`src/rtl/alu_wb_stage.sv`:
```
// Writeback stage behind the 4-bit ALU: a 2-entry result FIFO drives the register-file
// write port, updates Z/N/C on retirement and answers pending-destination hazard queries.
module alu_wb_stage #(
  parameter int WIDTH = 4,
  parameter int AW    = 2,
  parameter int CNT_W = 8
) (
  input  logic             clk,
  input  logic             rst_n,
  input  logic             in_valid,
  output logic             in_ready,
  input  logic [WIDTH-1:0] in_result,
  input  logic             in_carry,
  input  logic [AW-1:0]    in_dest,
  output logic             rf_we,
  output logic [AW-1:0]    rf_waddr,
  output logic [WIDTH-1:0] rf_wdata,
  input  logic             rf_ack,
  output logic             flag_z,
  output logic             flag_n,
  output logic             flag_c,
  input  logic [AW-1:0]    query_addr,
  output logic             query_hit,
  output logic [CNT_W-1:0] wb_count
);

  logic [AW-1:0]    dest_r  [0:1];
  logic [WIDTH-1:0] res_r   [0:1];
  logic             carry_r [0:1];
  logic             rd_ptr_r;
  logic             wr_ptr_r;
  logic [1:0]       count_r;

  logic             push_s;
  logic             pop_s;
  logic             rd_next_s;
  logic [1:0]       count_next_s;
  logic [AW-1:0]    head_dest_s;
  logic [WIDTH-1:0] head_res_s;
  logic             hit_s;

  function automatic logic is_zero(input logic [WIDTH-1:0] v);
    return (v == {WIDTH{1'b0}});
  endfunction

  assign in_ready = (count_r != 2'd2);
  assign push_s   = in_valid & in_ready;
  assign pop_s    = rf_we & rf_ack;

  // Next occupancy and the head entry the write port will present after this edge
  always_comb begin
    count_next_s = count_r;
    rd_next_s    = rd_ptr_r ^ pop_s;
    head_dest_s  = {AW{1'b0}};
    head_res_s   = {WIDTH{1'b0}};
    case ({push_s, pop_s})
      2'b10:   count_next_s = count_r + 2'd1;
      2'b01:   count_next_s = count_r - 2'd1;
      default: count_next_s = count_r;
    endcase
    // An incoming result becomes the head when it lands in the slot the read pointer moves to
    if (count_next_s == 2'd0) begin
      head_dest_s = {AW{1'b0}};
      head_res_s  = {WIDTH{1'b0}};
    end else if (push_s && (wr_ptr_r == rd_next_s)) begin
      head_dest_s = in_dest;
      head_res_s  = in_result;
    end else begin
      head_dest_s = dest_r[rd_next_s];
      head_res_s  = res_r[rd_next_s];
    end
  end

  // Hazard lookup over the occupied FIFO slots; the head stays pending until it pops
  always_comb begin
    hit_s = 1'b0;
    if (count_r != 2'd0) begin
      hit_s = (dest_r[rd_ptr_r] == query_addr);
    end else begin
      hit_s = 1'b0;
    end
    if (count_r == 2'd2) begin
      hit_s = hit_s | (dest_r[~rd_ptr_r] == query_addr);
    end else begin
      hit_s = hit_s;
    end
  end

  assign query_hit = hit_s;

  // FIFO storage, pointers, registered write port, status flags and retire counter
  always_ff @(posedge clk or negedge rst_n) begin
    if (!rst_n) begin
      for (int i = 0; i < 2; i++) begin
        dest_r[i]  <= {AW{1'b0}};
        res_r[i]   <= {WIDTH{1'b0}};
        carry_r[i] <= 1'b0;
      end
      rd_ptr_r <= 1'b0;
      wr_ptr_r <= 1'b0;
      count_r  <= 2'd0;
      rf_we    <= 1'b0;
      rf_waddr <= {AW{1'b0}};
      rf_wdata <= {WIDTH{1'b0}};
      flag_z   <= 1'b0;
      flag_n   <= 1'b0;
      flag_c   <= 1'b0;
      wb_count <= {CNT_W{1'b0}};
    end else begin
      if (push_s) begin
        dest_r[wr_ptr_r]  <= in_dest;
        res_r[wr_ptr_r]   <= in_result;
        carry_r[wr_ptr_r] <= in_carry;
      end
      wr_ptr_r <= wr_ptr_r ^ push_s;
      rd_ptr_r <= rd_next_s;
      count_r  <= count_next_s;
      rf_we    <= (count_next_s != 2'd0);
      rf_waddr <= head_dest_s;
      rf_wdata <= head_res_s;
      if (pop_s) begin
        flag_z   <= is_zero(res_r[rd_ptr_r]);
        flag_n   <= res_r[rd_ptr_r][WIDTH-1];
        flag_c   <= carry_r[rd_ptr_r];
        wb_count <= wb_count + {{(CNT_W-1){1'b0}}, 1'b1};
      end
    end
  end

endmodule
```
`config.mk`:
```
export PLATFORM = sky130hd
export DESIGN_NAME = alu_wb_stage
export DESIGN_NICKNAME = d
export VERILOG_FILES = /design/src/rtl/alu_wb_stage.sv
export SDC_FILE = /design/constraint.sdc
export NUM_CORES = 1
export LEC_CHECK = 0
export CORE_ASPECT_RATIO = 1.2
export CORE_MARGIN = 1
export CORE_UTILIZATION = 35
export DETAILED_ROUTE_END_ITERATION = 8
export GPL_TIMING_DRIVEN = 0
export PLACE_DENSITY = 0.69
export SKIP_CTS_REPAIR_TIMING = 1
export SLEW_MARGIN = 10
export SYNTH_ARGS = -nofsm -noshare
export SYNTH_HDL_FRONTEND = slang
export SYNTH_SLANG_ARGS = --single-unit
```
`constraint.sdc`:
```
create_clock -name clk -period 5.5 [get_ports clk]
set_input_delay 0.825 -clock clk [delete_from_list [all_inputs] [get_ports clk]]
set_output_delay 0.825 -clock clk [all_outputs]
set_load 0.02 [all_outputs]
```
After elaboration in Yosys (flattened, before gate mapping)

Cells that the tools add are included.

Bits in registers: 36
Input port bits: 13

Bitwise gates (word level): 10
Reduce and logical (&&, ||, !) cells: 6
Mux-type cells: 34
$add $sub $neg: 3
Order comparisons: 5
Equality and inequality tests: 7

Operators by type and width:

| operator                                                   | number |
|---|---|
| 2-to-1 mux 4 bit                                           | 9 |
| 2-to-1 mux 2 bit                                           | 12 |
| adder 8 x 1 -> 8 bit, second input constant                | 1 |
| bitwise mux 8 bit                                          | 1 |
| greater-or-equal comparator 2 bit, second input constant   | 4 |
| inverter 1 -> 2 bit                                        | 4 |
| 2-to-1 mux 1 bit                                           | 6 |
| bitwise mux 4 bit                                          | 1 |
| demux 4 bit (select 1 bit)                                 | 1 |
| equality test 2 bit                                        | 2 |
| equality test 2 bit, second input constant                 | 2 |
| logical NOT 4 bit                                          | 1 |
| case mux 2 bit (2 select lines)                            | 1 |
| nonzero test 2 bit                                         | 2 |
| adder 2 x 1 -> 2 bit, second input constant                | 1 |
| AND 1 bit                                                  | 2 |
| bitwise mux 2 bit                                          | 1 |
| demux 2 bit (select 1 bit)                                 | 1 |
| equality test 2 x 1 -> 1 bit, second input constant        | 1 |
| logical AND 1 bit                                          | 2 |
| logical NOT 2 bit                                          | 1 |
| less-than comparator 2 x 1 -> 1 bit, second input constant | 1 |
| inequality test 2 bit, second input constant               | 1 |
| subtractor 2 x 1 -> 2 bit, second input constant           | 1 |
| 5 further kinds                                            | 6 |

Depth between registers and ports, before layout

Gate-level depths: netlist (run 1).

Depth after elaboration: 8
Mapped depth: 6
Depth with buffers taken out: 6

Least setup slack after synthesis (run 1)

No wires, ideal clock.

Kind: in2out
Start: input port query_addr[0]
End: output port query_hit
Arrival: 1299 ps
Path slack: 3376 ps
Cell stages on the path: 4
Required time: 4675 ps
Cells stage by stage: xor2_1 a21oi_1 o21ai_0 nand3_1

Cells in the longest elaborated chain, start to end: 4
Elaborated cells between the ends (all ways): 5

RTL lines:

| element              | RTL line | source |
|---|---|---|
| start, declared      | 22       | `input logic [AW-1:0] query_addr,` |
| equality test 2 bit  | 78       | `hit_s = (dest_r[rd_ptr_r] == query_addr);` |
| 2-to-1 mux 1 bit     | 77       | `if (count_r != 2'd0) begin` |
| OR 1 bit             | 83       | `hit_s = hit_s \| (dest_r[~rd_ptr_r] == query_addr);` |
| 2-to-1 mux 1 bit (*) | 82       | `if (count_r == 2'd2) begin` |
| end, declared        | 23       | `output logic query_hit,` |

Every way passes the cells marked *; elsewhere a longest branch is shown, timed or not.

Worst setup path in the final report (run 1)

Same ends and word-level chain as after synthesis.

==> reports/metrics.yaml, run 1 <==
syn_nets: 156
async_flop_share: 1.00
ys_warn_count: 0
avgViaCountPerCell: 4.95
ys.flop_type: "dfrtp_1"
overflow: 0
grt_pass1_wl_mm: 5.85
crit_top_cell: "clkdlybuf4s50_1"
place_congestion: 0.759
fin_ws_ns: 2.36
p_comb_frac: 0.520
wl_met2_mm: 1.85
max_clock_freq_mhz: 318
crit_chain: "clkdlybuf4s50_1 -> xor2_1 -> a21oi_1 -> o21ai_0 -> nand3_1 -> clkdlybuf4s50_1"
rsz0062_at_grt: "false"
fin_nets: 195
min_path_type: "flip-flop to flip-flop"
pre_cts_ws_ns: 2.35
finalSetupViolCount: 0
p_leak_uw: 0.000930
slew_viol_final: 0
clkPwrFrac: 0.123
vias: 1169
crit_path_end_kind: "output pin"
synth_cell_types: 30
yosysMostFrequentCell: "dfrtp_1"
fp-row-count: 27
cts.sinks: 36
wl_per_cell_um: 14.4
yosys-top-cells-count: "36 x dfrtp_1, 14 x mux2_2, 11 x xnor2_1"
final.setup.tns_ns: 0
worst_skew_pair.late_latency_ns: 0.28
h-tree-depth: 2
highest_layer: "met4"
met3_wirelength_um: 140
grt_start_max_net_pins: 37
arrival_ns: 2.32
final_hold_viol_count: 0
area_growth_pct: 27.3
max_slew.worst_pin.slew_ns: 0.903
power_per_cell_area_nw_per_um2: 641
cap_viol_max_count: 0
ys_seq_elements: 36
min_period_over_period: 0.571
power.total_uw: 1390
path_delay_family: "buffers and inverters"
netlist_area_sq_um: 1710
synthCells: 139
fillCellCount: 416
dp_hpwl_mm: 2.57
critPathRequiredTime_ns: 4.68
syn_area_per_cell_sq_um: 12.3
cts-root-buf: "clkbuf_8"
status: "completed"
path_class: "input pin to output pin"
clockBufferDepth: 2
cp-start-kind: "input pin"
intPower_uw: 841
first_pass_iters: 4
die_w_um: 65.8
ir_drop_v: 0.000241
switching_share: 0.396
yosys.area.top_type_share: 0.527
yosysSeqAreaShare: 0.527
path_clk_slew_ns: 0.06
hp-start: "wb_count[7]"
switchingPower_uw: 552
post-route-min-period_ns: 3.14
synth_edf_count: 0
cts_buffers: 5
drc_errors: 0
grt_pass1_vias: 1259
routed_wl_mm: 3.40
coreArea_sq_um: 4630
grtUsageTotal: 0.150
p_seq_frac: 0.357
synth_top_area_cell: "dfrtp_1"
synthTopCellsByArea: "dfrtp_1 53%, mux2_2 9.2%, xnor2_1 5.6%"
cp_max_fo: 2
wl_met1_mm: 1.38
max_stage_delay_ns: 0.60
ios: 33
antenna_found_initial: 0
num_antenna_cells: 0
ant_nets: 0
crit_path_start: "query_addr[0]"
cp_slowest_cell: "clkdlybuf4s50_1"
cts_tree: "yes"
finClkSkew_ns: 0.00412
critical_path_buf_inv_count: 2
slew_headroom: 0.394
r2r_start: "count_r[0]"
drt_iter0_drc: 36
layout-drive-gt1-share: 0.197
fp.dieH_um: 78.5
dieArea_sq_um: 5160
start_util: 0.369
port_buffers: 32
worst reg2reg max path, cell delays in order (launching register included):
cell      delay [ns]
dfrtp_1         0.44
nand2b_1        0.22
nand2_2         0.16
ha_1            0.39
o31ai_2         0.79
a211oi_2        0.08
stage by stage:
step           area, sq um  hold slack (ns)  instances   util
5_1_grt               2170            0.507        236  0.470
3_5_place_dp          2100            0.475        229  0.453
4_1_cts               2170            0.489        236  0.470
2_1_floorplan         1710            0.480        139      -
6_report              2170            0.482        236  0.470
3_3_place_gp          2100            0.459        229  0.454
per-layer routing:
metal	GRT usage	up-vias
met5	0	-
met4	0.0326	0
met3	0.0392	3
met2	0.270	26
met1	0.173	587
li1	-	553
flip-flops by register name, summed over array words and instances, names as in the netlist:
register and flops:
wb_count 8, flag_z 1, flag_c 1, flag_n 1, rf_we 1, rf_waddr 2
dest_r 4, rd_ptr_r 1, carry_r 2, res_r 8, rf_wdata 4, count_r 2
wr_ptr_r 1
cell type report:
cell class	instances	area (sq um)	area share
tap	58	72.6	0.0334
inverter	7	26.3	0.0121
clock buffer	6	72.6	0.0334
buffer	4	30.0	0.0138
sequential	36	901	0.415
multi-input combinational	92	751	0.345
timing repair buffer	32	315	0.145
clock inverter	1	5.00	0.00230
kinds of logic after synthesis:
| logic type | after synthesis | share of synthesized area |
|---|---|---|
| AOI/OAI and AO/OA | 13 | 0.0703 |
| xor gates and xnor gates | 16 | 0.0908 |
| DFF | 36 | 0.527 |
| adders and majority gates | 4 | 0.0293 |
| muxes | 22 | 0.139 |
| buffers and inverters | 11 | 0.0330 |
| and+or+nand+nor | 37 | 0.110 |
worst paths after layout:
check / cells after the start / to / slack, ns
max in group asynchronous: 1 / carry_r[1] / 4.38
setup / recovery: 6 / query_hit / 2.36
setup reg to reg: 5 / rf_wdata[0] / 3.26
hold reg to reg: 1 / wb_count[7] / 0.48
min in group asynchronous: 1 / rf_waddr[1] / 0.62
hold / removal: 1 / wb_count[7] / 0.48
placed cells by master, fill, tap and decap left out, drive strengths merged, types with 3 or more instances in the layout:
cell           netlist  final
mux2i                8      8
nor2                 6      6
nand4                4      4
xor2                 4      4
xnor2               12     12
buf                  2      3
dfrtp               36     36
nor3                 6      6
a211oi               6      6
clkdlybuf4s50        0     31
clkbuf               2      8
nand3                3      3
ha                   4      4
o21ai                4      4
inv                  7      7
nand2               12     12
mux2                14     14
power by group through the flow:
stage | Sequential [uW] | Clock, uW | Combinational (uW)
6_report | 497 | 171 | 725
5_1_grt | 515 | 187 | 787
4_1_cts | 498 | 178 | 733
2_1_floorplan | 548 | 0 | 429
3_3_place_gp | 491 | 0 | 710
3_5_place_dp | 503 | 0 | 730
Note: power is estimated with default switching activity, not from simulation.
==> run 2: changes to the inputs <==
clock period = 3.1 ns   (was 5.5 ns; I/O delays follow)
==> results of run 2 <==
Same layout as run 1 (identical final DEF). Status: completed.
Main changes from that run: setup slack after placement 2.35 ns -> 0.529 ns; clock-pin slew on the worst setup and hold paths 0.06 ns -> 0.07 ns; setup slack after layout 2.36 ns -> 0.679 ns; hold slack 0.482 ns -> 0.260 ns; register-to-register setup slack 3.26 ns -> 0.86 ns; total power 1390 uW -> 2470 uW; worst IR drop on VDD 0.000241 V -> 0.000428 V
